[src/rtl/i2s_voice_scheduler.sv]
`default_nettype none
// ============================================================================
// Module      : i2s_voice_scheduler
// Description : Polls each enabled voice once per sample period and sums the
//               voices into saturated left/right channels. Optional macro
//               VOICE_ACK_TIMEOUT_EN bounds each handshake to 16 request cycles.
// Revision    : 1.0  initial release
// ============================================================================
module i2s_voice_scheduler #(
    parameter int NUM_VOICES = 4,
    parameter int SAMPLE_DIV = 520,
    parameter int WIDTH      = 16,
    localparam int SEL_W     = (NUM_VOICES > 1) ? $clog2(NUM_VOICES) : 1
) (
    input  logic                  i_Clk,
    input  logic                  i_Rst_n,
    input  logic [NUM_VOICES-1:0] i_Voice_Enable,
    output logic                  o_Voice_Req,
    output logic [SEL_W-1:0]      o_Voice_Sel,
    input  logic                  i_Voice_Ack,
    input  logic [WIDTH-1:0]      i_Voice_Data,
    output logic [WIDTH-1:0]      o_Sample_Left,
    output logic [WIDTH-1:0]      o_Sample_Right,
    output logic                  o_Sample_Valid,
    output logic                  o_Overrun,
    output logic                  o_Ack_Timeout
);

    localparam int CNT_W = $clog2(SAMPLE_DIV);
    localparam int ACC_W = WIDTH + SEL_W + 1;

    localparam logic [CNT_W-1:0] CNT_LAST = CNT_W'(SAMPLE_DIV - 1);
    localparam logic [SEL_W-1:0] IDX_LAST = SEL_W'(NUM_VOICES - 1);
    localparam logic signed [ACC_W-1:0] SAT_MAX =
        {{(ACC_W-WIDTH+1){1'b0}}, {(WIDTH-1){1'b1}}};
    localparam logic signed [ACC_W-1:0] SAT_MIN =
        {{(ACC_W-WIDTH+1){1'b1}}, {(WIDTH-1){1'b0}}};

    typedef enum logic [1:0] {
        ST_IDLE = 2'd0,
        ST_SCAN = 2'd1,
        ST_WAIT = 2'd2,
        ST_SAT  = 2'd3
    } state_t;

    state_t                   state_q, state_d;
    logic [CNT_W-1:0]         cnt_q, cnt_d;
    logic [SEL_W-1:0]         idx_q, idx_d;
    logic signed [ACC_W-1:0]  acc_l_q, acc_l_d;
    logic signed [ACC_W-1:0]  acc_r_q, acc_r_d;
    logic [WIDTH-1:0]         left_q, left_d;
    logic [WIDTH-1:0]         right_q, right_d;
    logic                     valid_q, valid_d;
    logic                     overrun_q, overrun_d;

    logic                     w_tick;
    logic                     w_timeout;
    logic signed [ACC_W-1:0]  w_data_ext;

    function automatic logic [WIDTH-1:0] saturate(input logic signed [ACC_W-1:0] a);
        if (a > SAT_MAX) begin
            return SAT_MAX[WIDTH-1:0];
        end else if (a < SAT_MIN) begin
            return SAT_MIN[WIDTH-1:0];
        end else begin
            return a[WIDTH-1:0];
        end
    endfunction

    assign w_tick     = (cnt_q == CNT_LAST);
    assign w_data_ext = {{(ACC_W-WIDTH){i_Voice_Data[WIDTH-1]}}, i_Voice_Data};

    always_comb begin
        cnt_d = w_tick ? '0 : cnt_q + CNT_W'(1);
    end

`ifdef VOICE_ACK_TIMEOUT_EN
    logic [3:0] to_cnt_q, to_cnt_d;
    logic       ack_to_q, ack_to_d;

    // Counter wraps to 0 on the 16th missed cycle, exactly when WAIT is left.
    always_comb begin
        to_cnt_d = 4'd0;
        ack_to_d = ack_to_q;
        if (state_q == ST_WAIT && !i_Voice_Ack) begin
            to_cnt_d = to_cnt_q + 4'd1;
            if (to_cnt_q == 4'hF) begin
                ack_to_d = 1'b1;
            end
        end
    end

    always_ff @(posedge i_Clk or negedge i_Rst_n) begin
        if (!i_Rst_n) begin
            to_cnt_q <= 4'd0;
            ack_to_q <= 1'b0;
        end else begin
            to_cnt_q <= to_cnt_d;
            ack_to_q <= ack_to_d;
        end
    end

    assign w_timeout     = (to_cnt_q == 4'hF);
    assign o_Ack_Timeout = ack_to_q;
`else
    assign w_timeout     = 1'b0;
    assign o_Ack_Timeout = 1'b0;
`endif

    always_comb begin
        state_d   = state_q;
        idx_d     = idx_q;
        acc_l_d   = acc_l_q;
        acc_r_d   = acc_r_q;
        left_d    = left_q;
        right_d   = right_q;
        valid_d   = 1'b0;
        overrun_d = overrun_q | (w_tick && (state_q != ST_IDLE));

        case (state_q)
            ST_IDLE: begin
                if (w_tick) begin
                    acc_l_d = '0;
                    acc_r_d = '0;
                    idx_d   = '0;
                    state_d = ST_SCAN;
                end
            end
            ST_SCAN: begin
                if (i_Voice_Enable[idx_q]) begin
                    state_d = ST_WAIT;
                end else if (idx_q == IDX_LAST) begin
                    state_d = ST_SAT;
                end else begin
                    idx_d = idx_q + SEL_W'(1);
                end
            end
            ST_WAIT: begin
                if (i_Voice_Ack || w_timeout) begin
                    // A timed-out voice contributes nothing to the sum.
                    if (i_Voice_Ack) begin
                        if (idx_q[0]) begin
                            acc_r_d = acc_r_q + w_data_ext;
                        end else begin
                            acc_l_d = acc_l_q + w_data_ext;
                        end
                    end
                    if (idx_q == IDX_LAST) begin
                        state_d = ST_SAT;
                    end else begin
                        idx_d   = idx_q + SEL_W'(1);
                        state_d = ST_SCAN;
                    end
                end
            end
            ST_SAT: begin
                left_d  = saturate(acc_l_q);
                right_d = saturate(acc_r_q);
                valid_d = 1'b1;
                state_d = ST_IDLE;
            end
            default: state_d = ST_IDLE;
        endcase
    end

    always_ff @(posedge i_Clk or negedge i_Rst_n) begin
        if (!i_Rst_n) begin
            state_q   <= ST_IDLE;
            cnt_q     <= '0;
            idx_q     <= '0;
            acc_l_q   <= '0;
            acc_r_q   <= '0;
            left_q    <= '0;
            right_q   <= '0;
            valid_q   <= 1'b0;
            overrun_q <= 1'b0;
        end else begin
            state_q   <= state_d;
            cnt_q     <= cnt_d;
            idx_q     <= idx_d;
            acc_l_q   <= acc_l_d;
            acc_r_q   <= acc_r_d;
            left_q    <= left_d;
            right_q   <= right_d;
            valid_q   <= valid_d;
            overrun_q <= overrun_d;
        end
    end

    assign o_Voice_Req    = (state_q == ST_WAIT);
    assign o_Voice_Sel    = idx_q;
    assign o_Sample_Left  = left_q;
    assign o_Sample_Right = right_q;
    assign o_Sample_Valid = valid_q;
    assign o_Overrun      = overrun_q;

endmodule
`default_nettype wire

[config.mk]
export PLATFORM = sky130hd
export DESIGN_NAME = i2s_voice_scheduler
export DESIGN_NICKNAME = d
export VERILOG_FILES = /design/src/rtl/i2s_voice_scheduler.sv
export SDC_FILE = /design/constraint.sdc
export NUM_CORES = 1
export LEC_CHECK = 0
export ABC_CLOCK_PERIOD_IN_PS = 3700
export CORE_MARGIN = 2
export CORE_UTILIZATION = 60
export DETAILED_ROUTE_END_ITERATION = 16
export PLACE_DENSITY = 0.9
export REMOVE_ABC_BUFFERS = 1
export SLEW_MARGIN = 5
export SYNTH_ARGS = -nofsm -noshare
export SYNTH_HDL_FRONTEND = slang
export SYNTH_SLANG_ARGS = --single-unit
[constraint.sdc]
create_clock -name i_Clk -period 3.7 [get_ports i_Clk]
set_input_delay 0.555 -clock i_Clk [delete_from_list [all_inputs] [get_ports i_Clk]]
set_output_delay 0.555 -clock i_Clk [all_outputs]
set_load 0.02 [all_outputs]
# [After elaboration in Yosys (flattened, before gate mapping)]
# Cells that the tools add are included.
[word_totals] ff_bits=86 output_inout_bits=38 wordCells=65
[op_classes] n_addsub=4 order_cmp=5 n_eq_ne=11 muxes=26 bitwise_logic=1 reduce_logical=9
[ops] op="$mux W19" n=5
[ops] op="$pmux W19 S2" n=2
[ops] op="$mux W16" n=4
[ops] op="$add A19 B16 Y19" n=2
[ops] op="$gt A19 B16 Y1 const B" n=2
[ops] op="$lt A19 B16 Y1 const B" n=2
[ops] op="$mux W2" n=9
[ops] op="$reduce_and A4 Y1" n=3
[ops] op="$add A10 B1 Y10 const B" n=1
[ops] op="$eq A10 B10 Y1 const B" n=1
[ops] op="$mux W10" n=1
[ops] op="$pmux W2 S4" n=1
[ops] op="$eq A2 B2 Y1 const B" n=3
[ops] op="$ne A2 B2 Y1 const B" n=3
[ops] op="$pmux W2 S3" n=1
[ops] op="$ne A2 B1 Y1 const B" n=2
[ops] op="$reduce_bool A2 Y1" n=2
[ops] op="$lt A2 B3 Y1 const B" n=1
[ops] op="$ne A3 B3 Y1 const B" n=1
[ops] op="$reduce_and A3 Y1" n=1
[ops] op="$reduce_bool A3 Y1" n=1
[ops] op="$add A2 B1 Y2 const B" n=1
[ops] op="$bmux W1 S2" n=1
[ops] op="$eq A2 B1 Y1 const B" n=1
[ops] op="other kinds (4)" n=5

# [Longest topological paths before layout]
# Gate-level depths: netlist of run 1.
[logic_depth] word_depth=4 mapped_depth=11 depth_no_buf=11

# [Least setup slack after synthesis of run 1]
# No wires, ideal clock.
[synth_timing] kind="input to register" startpoint="input port i_Voice_Data[0]" endpoint="register acc_r_q[18]" setup_time_ns=0.128 t_arrival_ns=2.566 t_required_ns=3.572 path_slack_ns=1.006 stages=11 path_cell_list="ha_1 > fa_1 > a21oi_1 > o21bai_1 > o22a_4 > a21oi_4 > o21ai_2 > a2111oi_4 > xor2_1 > a21oi_1 > o22ai_1"
[synth_between] elab_chain_len=4
[synth_lines] item="start, declared" line="21" rtl="input logic [WIDTH-1:0] i_Voice_Data,"
[synth_lines] item="$add A19 B16 Y19" line="143" rtl="acc_r_d = acc_r_q + w_data_ext;"
[synth_lines] item="$mux W19" line="142" rtl="if (idx_q[0]) begin"
[synth_lines] item="$mux W19" line="139" rtl="if (i_Voice_Ack || w_timeout) begin"
[synth_lines] item="$pmux W19 S2" line="120" rtl="case (state_q)"
[synth_lines] item="end signal, assigned" line="182" rtl="acc_r_q <= acc_r_d;"
[synth_lines] item="end, declared" line="50" rtl="logic signed [ACC_W-1:0] acc_r_q, acc_r_d;"
# Every way passes these cells. The select of a mux whose other input is x is not followed.
# A chain may end at the register's enable or synchronous reset.

# [Worst setup path in the final report of run 1]
[layout_timing] startpoint="input port i_Voice_Data[1]" endpoint="register acc_l_q[17]"
[layout_between] elab_chain_len=4
[layout_lines] item="$add A19 B16 Y19" line="145" rtl="acc_l_d = acc_l_q + w_data_ext;"
[layout_lines] item="$mux W19" line="142"
[layout_lines] item="$mux W19" line="139"
[layout_lines] item="$pmux W19 S2" line="120"
[layout_lines] item="end signal, assigned" line="181" rtl="acc_l_q <= acc_l_d;"
[layout_lines] item="end, declared" line="49" rtl="logic signed [ACC_W-1:0] acc_l_q, acc_l_d;"
# Every way passes these cells. The select of a mux whose other input is x is not followed.

==> results of run 1 <==
[per-layer routing]
layer	vias up	share of wire (%)	global-route usage (%)
li1	2024	-	-
met1	2071	44	34.5
met4	0	2.9	11.9
met3	30	4.2	5.01
met2	110	49	46.6
met5	-	0	0
[state kept, by name, indices dropped and copies added (netlist names)]
register and flops:
o_Sample_Valid 1, acc_l_q 19, cnt_q 10, o_Sample_Right 16
o_Sample_Left 16, acc_r_q 19, o_Overrun 1, state_q 2
o_Voice_Sel 2
[worst max path at each step]
stage / depth (start not counted) / end / start / slack [ps]
6_report: 10 / acc_l_q[17]$_DFFE_PN0P_ / i_Voice_Data[1] / 570
5_1_grt: 10 / acc_l_q[17]$_DFFE_PN0P_ / i_Voice_Data[1] / 360
4_1_cts: 10 / acc_l_q[17]$_DFFE_PN0P_ / i_Voice_Data[1] / 590
3_5_place_dp: 10 / acc_l_q[17]$_DFFE_PN0P_ / i_Voice_Data[1] / 270
3_3_place_gp: 10 / acc_l_q[17]$_DFFE_PN0P_ / i_Voice_Data[1] / 380
2_1_floorplan: 11 / acc_r_q[18]$_DFFE_PN0P_ / i_Voice_Data[0] / 990
[cells in the mapped netlist, types with 2 or more instances]
master,count
mux2_2,3
a21o_1,15
nor2_1,55
clkbuf_1,14
a211oi_1,2
a211o_1,3
nand3_1,11
or3_1,2
nor2b_1,5
and3_1,4
a21oi_1,27
xor2_1,14
a32o_1,2
ha_1,42
inv_1,38
o21a_1,4
o211ai_1,2
nand2_1,41
o31ai_1,5
xnor2_1,21
nand3b_1,2
o21ai_1,4
fa_1,2
nand4_1,4
buf_6,2
o21bai_1,4
o21ai_0,31
a31oi_1,6
a22o_1,12
a221o_1,2
o41ai_1,2
dfrtp_1,86
and2_1,3
nand4b_1,2
nor3_1,5
nand2b_1,8
o22ai_1,32
[power by group]
| group | internal [mW] | switching [mW] |
|---|---|---|
| combinational | 0.124 | 0.153 |
| sequential | 0.952 | 0.0138 |
| clock | 0.422 | 0.354 |
| total | 1.50 | 0.521 |
[metrics by stage]
step                utilization [%]  setup slack [ps]  instances  power (mW)
finish                         72.9               571        701        2.02
global route                   72.9               358        701        2.10
CTS                            72.9               589        701        2.02
detailed placement             70.0               265        685        1.26
global placement               70.0               381        685        1.25
floorplan                         -               988        518        1.17
[cells by family after synthesis]
group / after synthesis / share of synthesized area [%]
AO/OA/AOI/OAI: 164 / 21.9
AND/OR/NAND/NOR: 144 / 12.9
flip-flops: 86 / 42.2
buffers and inverters: 57 / 4.59
adder cells (fa/ha/maj): 44 / 11.1
XOR/XNOR: 35 / 6.01
multiplexers: 5 / 1.30
other: 1 / 0.0735
[final cells by class]
cell class,instances,area share [%]
clock buffers,12,2.59
clock inverters,4,1.30
inverters,39,2.45
multi-input cells,393,45.3
flip-flops and latches,86,35.9
well taps,105,2.19
repair buffers,62,10.2
==> flow_metrics.env, run 1 <==
export IMPL_finalSetupTns_ps=0
export IMPL_ys_async_sr_fraction_pct=100
export IMPL_vias_per_cell=6.04
export IMPL_grt_start_max_net_pins=87
export IMPL_report_final_hold_viol_count=0
export IMPL_io_buffer_count=59
export IMPL_actual_transition_at_the_worst_max_transition_pin_ps=1210
export IMPL_power_leakage_nw=2.72
export IMPL_multiInputGateArea_sq_mm=0.00271
export IMPL_first_global_vias=4245
export IMPL_detail_route_antenna_nets=0
export IMPL_crit_path_cell_trace="clkdlybuf4s50_1 -> ha_1 -> a211o_1 -> o211ai_1 -> a21oi_1 -> a311oi_1 -> o21ai_1 -> a311oi_2 -> o21ai_0 -> a221o_1"
export IMPL_timing_critical_path_fanout_max=4
export IMPL_io_pin_count=61
export IMPL_worst_ir_drop_vdd_mv=0.199
export IMPL_max_clock_freq_ghz=0.320
export IMPL_die_h_um=96.2
export IMPL_syn_inst=536
export IMPL_finalCriticalPeriod_ps=3130
export IMPL_numCtsBuffers=9
export IMPL_worst_r2r_cell_count=9
export IMPL_cts_hold_buf=0
export IMPL_yosys_area_top_type_share_pct=42.2
export IMPL_post_synth_top_area_cell="dfrtp_1"
export IMPL_n_fill_cell=589
export IMPL_finish_instance_area_sq_mm=0.00599
export IMPL_rows=33
export IMPL_cts_num_sinks=86
export IMPL_cpMaxStageDelayCell="clkdlybuf4s50_1"
export IMPL_clkSlewWorstSetupHoldPaths_ps=90
export IMPL_cts_root_buffer="clkbuf_8"
export IMPL_postSynthRegisterBits=86
export IMPL_post_synth_instance_area_sq_mm=0.00510
export IMPL_initial_core_util_pct=62.1
export IMPL_endpoint_kind="flop"
export IMPL_postCtsSetupRepairBufs=0
export IMPL_report_final_slew_viol_count=0
export IMPL_dr_first_iter_drc_count=201
export IMPL_timing_critical_path_arrival_ps=3380
export IMPL_dp_hpwl_mm=8.51
export IMPL_worst_r2r_endpoint="acc_l_q[17]$_DFFE_PN0P_"
export IMPL_rr_startpoint="state_q[0]$_DFFE_PN0P_"
export IMPL_tritoncts_clock_tree="done"
export IMPL_layout_worst_path_cycle_share_pct=84.6
export IMPL_antenna_violations_before_repair=0
export IMPL_synthTopCellsByArea="dfrtp_1 (42%), ha_1 (10%), nor2_1 (4.0%)"
export IMPL_clk_path_buf_depth=2
export IMPL_netlist_cell_type_count=56
export IMPL_postPlaceCellArea_sq_mm=0.00575
export IMPL_vias=4235
export IMPL_die_area_sq_mm=0.00925
export IMPL_areaGrowthSynthToFinish_pct=17.4
export IMPL_crit_required_ps=3950
export IMPL_drt_drc_violations_left=0
export IMPL_ys_warnings_count=0
export IMPL_hp_class="in2async"
export IMPL_crit_path_start_kind="input port"
export IMPL_ff_latch_area_sq_mm=0.00215
export IMPL_first_pass_drt_iterations=4
export IMPL_layout_cells_most_common_list="dfrtp_1 (86), clkdlybuf4s50_1 (58), nor2_1 (55), ha_1 (42), nand2_1 (41)"
export IMPL_placeableCoreArea_sq_mm=0.00822
export IMPL_grt_setup_unrepaired="false"
export IMPL_gpl_final_weighted_congestion=0.911
export IMPL_ctsHtreeMaxLevel=3
export IMPL_synth_seq_area_share_pct=42.2
export IMPL_final_setup_vio_count=0
export IMPL_worst_slew_margin_rel_pct=18.8
export IMPL_ys_flop_type="dfrtp_1"
export IMPL_global_route_usage_total_pct=27.6
export IMPL_critical_path_top_delay_family="compound AO/OA/AOI/OAI gates"
export IMPL_drive_above_1_share_pct=5.03
export IMPL_grt_first_pass_wirelength_mm=19.7
export IMPL_synth_edf_count=0
export IMPL_clock_insertion_delay_worst_skew_ps=370
export IMPL_routed_wl_mm=11.8
export IMPL_status="complete, no violations"
export IMPL_globalRoute_totalOverflow=0
export IMPL_path_class="in2reg"
export IMPL_power_density_mw_per_mm2=337
export IMPL_max_stage_delay_ps=620
export IMPL_routed_wire_length_per_instance_um=16.8
export IMPL_finalClockSkew_ps=19.7
export IMPL_n_antenna_cell=0
export IMPL_postCtsResizedCells=0
export IMPL_max_cap_violations=0
export IMPL_path_buf_inv=1
export IMPL_dieWidth_um=96.2
export IMPL_syn_mean_instance_area_sq_um=9.51
export IMPL_reg2reg_setup_slack_ps=790
export IMPL_commonest_non_fill_non_tap_cell_in_the_layout="dfrtp_1"
export IMPL_num_nets_final=658
export IMPL_worst_hold_slack_ps=369
(Power assumes the default switching activity.)
==> run 2: changes to the inputs <==
Settings changed: ABC_CLOCK_PERIOD_IN_PS 3700 to 2650, CORE_UTILIZATION 60 to 51, PLACE_DENSITY 0.9 to 0.82.
Clock period 3.7 ns to 2.65 ns, I/O delays scaled along.
==> run 2 against run 1 <==
Net effect:
- largest cell class unchanged
- combinational power increased by 78%
- first-iteration DRC count increased by 11%
- worst hold slack improved by 120 ps
- clock power increased by 47%
- flip-flop and latch count unchanged
- sequential power increased by 40%
- count of clock-buffer cells in the layout decreased by 3
- die area increased by 17%
==> flow_metrics.env, run 2 (same netlist as run 1, synthesis figures left out) <==
export IMPL_status="complete, no violations"
export IMPL_max_cap_violations=0
export IMPL_report_final_hold_viol_count=0
export IMPL_antenna_violations_before_repair=0
export IMPL_dieWidth_um=104
export IMPL_worst_slew_margin_rel_pct=23.2
export IMPL_endpoint_kind="flop"
export IMPL_clock_insertion_delay_worst_skew_ps=370
export IMPL_cts_root_buffer="clkbuf_8"
export IMPL_globalRoute_totalOverflow=0
export IMPL_switching_power_uw=772
export IMPL_die_h_um=104
export IMPL_finalCriticalPeriod_ps=2530
export IMPL_cpMaxStageDelayCell="clkdlybuf4s50_1"
export IMPL_crit_required_ps=2890
export IMPL_comb_power_share_pct=16.6
export IMPL_post_layout_nonfiller_instances=798
export IMPL_die_area_sq_mm=0.0108
export IMPL_worst_r2r_cell_count=10
export IMPL_worst_hold_path_num_cells=1
export IMPL_n_antenna_cell=0
export IMPL_grt_start_max_net_pins=53
export IMPL_switching_share_pct=25.9
export IMPL_rows=36
export IMPL_grt_first_pass_wirelength_mm=20.9
export IMPL_hp_class="reg2reg"
export IMPL_max_clock_freq_ghz=0.395
export IMPL_areaGrowthSynthToFinish_pct=30.9
export IMPL_final_setup_vio_count=0
export IMPL_max_stage_delay_ps=440
export IMPL_vias=4459
export IMPL_grt_setup_unrepaired="false"
export IMPL_power_share_of_the_clock_group_pct=38.2
export IMPL_worst_ir_drop_vdd_mv=0.271
export IMPL_commonest_non_fill_non_tap_cell_in_the_layout="dfrtp_1"
export IMPL_p_int_mw=2.21
export IMPL_drt_drc_violations_left=0
export IMPL_drive_above_1_share_pct=18.0
export IMPL_numCtsBuffers=9
export IMPL_finalClockSkew_ps=6.97
export IMPL_layout_cells_most_common_list="dfrtp_1 (85), buf_4 (71), clkdlybuf4s50_1 (55), nor2_1 (54), nand2_1 (41)"
export IMPL_actual_transition_at_the_worst_max_transition_pin_ps=1140
export IMPL_gpl_final_weighted_congestion=0.865
export IMPL_placeableCoreArea_sq_mm=0.00973
export IMPL_ctsHtreeMaxLevel=3
export IMPL_io_pin_count=61
export IMPL_power_leakage_nw=3.08
export IMPL_crit_path_start_kind="input port"
export IMPL_io_buffer_count=59
export IMPL_reg_largest_list="acc_l_q: 19 flops, acc_r_q: 19 flops"
export IMPL_initial_core_util_pct=52.4
export IMPL_first_global_vias=4496
export IMPL_timing_critical_path_fanout_max=3
export IMPL_first_pass_drt_iterations=5
export IMPL_layout_worst_path_cycle_share_pct=95.6
export IMPL_power_share_sequential_pct=45.3
export IMPL_routed_wl_mm=12.5
export IMPL_power_density_mw_per_mm2=446
export IMPL_crit_path_cell_trace="clkdlybuf4s50_1 -> ha_2 -> fa_2 -> a21oi_2 -> o21bai_2 -> o22a_4 -> a21o_2 -> a31oi_2 -> buf_4 -> xor2_1 -> o21ai_0"
export IMPL_global_route_usage_total_pct=23.7
export IMPL_path_class="in2reg"
export IMPL_cts_num_sinks=86
export IMPL_dr_first_iter_drc_count=224
export IMPL_report_final_slew_viol_count=0
export IMPL_routed_wire_length_per_instance_um=15.6
export IMPL_clk_path_buf_depth=2
export IMPL_dp_slack_ps=-553
export IMPL_post_layout_total_power_mw=2.98
export IMPL_vias_per_cell=5.59
export IMPL_dp_hpwl_mm=9.35
export IMPL_timing_critical_path_arrival_ps=2770
export IMPL_num_nets_final=727
export IMPL_setup_ws_ps=117
export IMPL_dp_cells=779
export IMPL_detail_route_antenna_nets=0
export IMPL_tritoncts_clock_tree="done"
export IMPL_clkSlewWorstSetupHoldPaths_ps=90
-- run 2: final timing paths --
path                                                end  slack (ps)                    from
worst max-delay path            acc_r_q[14]$_DFFE_PN0P_         120         i_Voice_Data[0]
worst min-delay path                o_Overrun$_DFF_PN0_         490     o_Overrun$_DFF_PN0_
worst max register to register  acc_r_q[14]$_DFFE_PN0P_         200  acc_r_q[0]$_DFFE_PN0P_
worst min register to register      o_Overrun$_DFF_PN0_         490     o_Overrun$_DFF_PN0_
max in group asynchronous        acc_r_q[1]$_DFFE_PN0P_        1500                 i_Rst_n
min in group asynchronous            cnt_q[7]$_DFF_PN0_         520                 i_Rst_n
-- run 2: power groups by stage --
stage	sequential [mW]	combinational (mW)	clock (mW)
final	1.35	0.494	1.14
after global routing	1.35	0.549	1.21
after CTS	1.35	0.474	1.14
after detailed placement	1.37	0.458	0
after global placement	1.37	0.443	0
after floorplan	1.37	0.259	0
-- run 2: routing by layer --
metal	GRT usage [%]	up-vias	share of wire [%]
met5	0	-	0
met4	8.78	0	2.8
met1	30.4	2143	44
li1	-	2172	-
met2	39.3	112	49
met3	5.20	32	4.5
-- run 2: critical path, delay by kind of cell --
family | cells | cell delay [ps]
AO/OA/AOI/OAI | 6 | 1070
XOR/XNOR | 1 | 170
adder cells (fa/ha/maj) | 2 | 560
buffers and inverters | 2 | 580
-- run 2: layout make-up --
type	instances	area, sq um
clock buffers	9	124
multi-input cells	393	2820
flip-flops and latches	86	2150
clock inverters	7	121
repair buffers	131	1150
fillers	751	3050
well taps	133	166
inverters	39	146
-- run 2: through the flow --
stage                     setup TNS [ps]  util (%)  hold slack [ps]  instance area [sq um]
after floorplan                        0         -              102                   5010
after global placement             -5870      64.7              374                   6300
after detailed placement           -7360      64.7              374                   6300
after CTS                          -15.2      67.7              493                   6590
after global routing                   0      68.6              522                   6680
final                                  0      68.6              489                   6680
-- run 2: what timing repair did --
| item | 4_1_cts | 5_1_grt |
|---|---|---|
| setup buffers | 1 | 1 |
| hold buffers | 1 | 0 |
| pin swaps | 3 | 9 |
| hold endpoints to repair | 34 | 0 |
| resized for setup | 10 | 18 |
| setup endpoints to repair | 12 | 12 |
==> run 3: changes to the inputs <==
Settings changed: PLACE_DENSITY 0.82 to not set, PLACE_DENSITY_LB_ADDON set to 0.15, REMOVE_ABC_BUFFERS 1 to not set.
==> run 3 against run 2 <==
Net effect:
- worst hold slack worse by 470 ps
- count of clock-buffer cells in the layout unchanged
- total power fell by 3.1%
- clock power fell by 7%
- register-to-register slack worse by 50 ps
- clock skew grew 8.2 ps
- non-clock buffer count rose by 2
- via count fell by 1.2%
- global-route usage rose by 0.60 points
- routed wire length is 2.2% higher
- design area shrank 1.1%
- cell count grew 0.25%
- critical endpoint is now acc_l_q[17]$_DFFE_PN0P_
- highest routed layer unchanged
==> flow_metrics.env, run 3 (same netlist as run 1, synthesis figures left out) <==
export IMPL_status="complete, no violations"
export IMPL_num_nets_final=729
export IMPL_clk_path_buf_depth=2
export IMPL_drt_drc_violations_left=0
export IMPL_post_layout_nonfiller_instances=800
export IMPL_fraction_of_the_core_area_covered_by_cells_at_the_end_of_the_flow_pct=67.8
export IMPL_dr_first_iter_drc_count=247
export IMPL_cts_hold_buf=0
export IMPL_vias=4407
export IMPL_dp_cells=782
export IMPL_cts_root_buffer="clkbuf_8"
export IMPL_grt_start_max_net_pins=46
export IMPL_vias_per_cell=5.51
export IMPL_grt_setup_unrepaired="true"
export IMPL_timing_critical_path_fanout_max=4
export IMPL_antenna_violations_before_repair=0
export IMPL_finalSetupTns_ps=0
export IMPL_routed_wire_length_per_instance_um=15.9
export IMPL_dieWidth_um=104
export IMPL_detail_route_antenna_nets=0
export IMPL_areaGrowthSynthToFinish_pct=29.4
export IMPL_post_layout_total_power_mw=2.89
export IMPL_io_buffer_count=59
export IMPL_crit_path_cell_trace="ha_1 -> a211o_1 -> o211ai_1 -> a21oi_1 -> a311oi_1 -> o21ai_1 -> a311oi_2 -> o21ai_0 -> a221o_1"
export IMPL_path_class="reg2reg"
export IMPL_cpMaxStageDelayCell="dfrtp_2"
export IMPL_report_final_slew_viol_count=0
export IMPL_power_density_mw_per_mm2=438
export IMPL_finalCriticalPeriod_ps=2500
export IMPL_clkSlewWorstSetupHoldPaths_ps=90
export IMPL_io_pin_count=61
export IMPL_hp_class="in2async"
export IMPL_power_leakage_nw=3.09
export IMPL_crit_path_start_kind="flop"
export IMPL_placeableCoreArea_sq_mm=0.00973
export IMPL_n_fill_cell=825
export IMPL_gpl_final_weighted_congestion=0.909
export IMPL_drive_above_1_share_pct=16.8
export IMPL_commonest_non_fill_non_tap_cell_in_the_layout="dfrtp_1"
export IMPL_first_pass_drt_iterations=4
export IMPL_crit_required_ps=2900
export IMPL_dp_slack_ps=-555
export IMPL_global_route_usage_total_pct=24.3
export IMPL_ctsHtreeMaxLevel=3
export IMPL_dp_hpwl_mm=9.58
export IMPL_final_setup_vio_count=0
export IMPL_layout_worst_path_cycle_share_pct=94.4
export IMPL_mappedNetlistNets=603
export IMPL_max_stage_delay_ps=440
export IMPL_clock_insertion_delay_worst_skew_ps=370
export IMPL_first_global_vias=4342
export IMPL_initial_core_util_pct=52.4
export IMPL_setup_ws_ps=148
export IMPL_max_cap_violations=0
export IMPL_worst_ir_drop_vdd_mv=0.294
export IMPL_layout_cells_most_common_list="dfrtp_1 (85), buf_4 (74), nor2_1 (55), clkdlybuf4s50_1 (54), nand2_1 (41)"
export IMPL_routed_wl_mm=12.8
export IMPL_reg_largest_list="acc_l_q: 19 flops, acc_r_q: 19 flops"
export IMPL_finalClockSkew_ps=15.2
export IMPL_tritoncts_clock_tree="done"
export IMPL_worst_slew_margin_rel_pct=23.8
export IMPL_numCtsBuffers=9
export IMPL_actual_transition_at_the_worst_max_transition_pin_ps=1140
export IMPL_rows=36
export IMPL_die_area_sq_mm=0.0108
export IMPL_die_h_um=104
export IMPL_report_final_hold_viol_count=0
export IMPL_grt_first_pass_wirelength_mm=21.2
export IMPL_endpoint_kind="flop"
export IMPL_max_clock_freq_ghz=0.400
export IMPL_cts_num_sinks=86
export IMPL_timing_critical_path_arrival_ps=2760
export IMPL_n_antenna_cell=0
export IMPL_globalRoute_totalOverflow=0
run 3: layer usage:
layer | wire [um] | share of wire, % | track usage, %
met5 | 0 | 0 | 0
met4 | 314 | 2.5 | 10.0
met3 | 544 | 4.3 | 3.45
met2 | 5980 | 47 | 38.7
met1 | 5910 | 46 | 33.4
run 3: layout make-up:
cell class	count	area [sq um]	share of cell area (%)
multi-input cells	393	2750	41.7
flip-flops and latches	86	2150	32.6
repair buffers	133	1160	17.6
well taps	133	166	2.52
inverters	39	146	2.22
clock buffers	9	124	1.88
clock inverters	7	96.3	1.46
run 3: path summary, 6_finish.rpt:
kind	slack [ps]	cells past startpoint	startpoint	end
min reg2reg	480	1	cnt_q[0]$_DFF_PN0_	cnt_q[0]$_DFF_PN0_
min in group i_Clk	480	1	cnt_q[0]$_DFF_PN0_	cnt_q[0]$_DFF_PN0_
max reg2reg	150	9	acc_l_q[1]$_DFFE_PN0P_	acc_l_q[17]$_DFFE_PN0P_
min	20	1	i_Rst_n	o_Sample_Valid$_DFF_PN0_
max	150	9	acc_l_q[1]$_DFFE_PN0P_	acc_l_q[17]$_DFFE_PN0P_
max in group asynchronous	2010	2	i_Rst_n	o_Sample_Right[6]$_DFFE_PN0P_
run 3: timing repair:
| action | CTS | global route |
|---|---|---|
| endpoints found under the setup margin | 7 | 5 |
| pin swaps | 4 | 6 |
| resized for setup | 8 | 8 |
| buffers inserted | 1 | 1 |
| endpoints found under the hold margin | 0 | 0 |
run 3: where the power goes:
group | internal (mW) | leakage (nW) | switching, mW | total (mW)
Combinational | 0.242 | 1.85 | 0.241 | 0.483
Sequential | 1.33 | 1.13 | 0.0190 | 1.35
Clock | 0.536 | 0.114 | 0.520 | 1.06
Total | 2.11 | 3.09 | 0.780 | 2.89
run 3: metrics by stage:
step / cell area, sq um / hold WS [ps]
6_report: 6600 / 20.4
4_1_cts: 6560 / 39.9
5_1_grt: 6600 / 61.6
3_3_place_gp: 6320 / 436
2_1_floorplan: 5100 / 102
3_5_place_dp: 6320 / 437
run 3: critical path: cells and delay by family, from the launching register on:
kind | cells | cell delay [ps]
compound gates | 8 | 1660
flops | 1 | 440
fa+ha+maj | 1 | 300
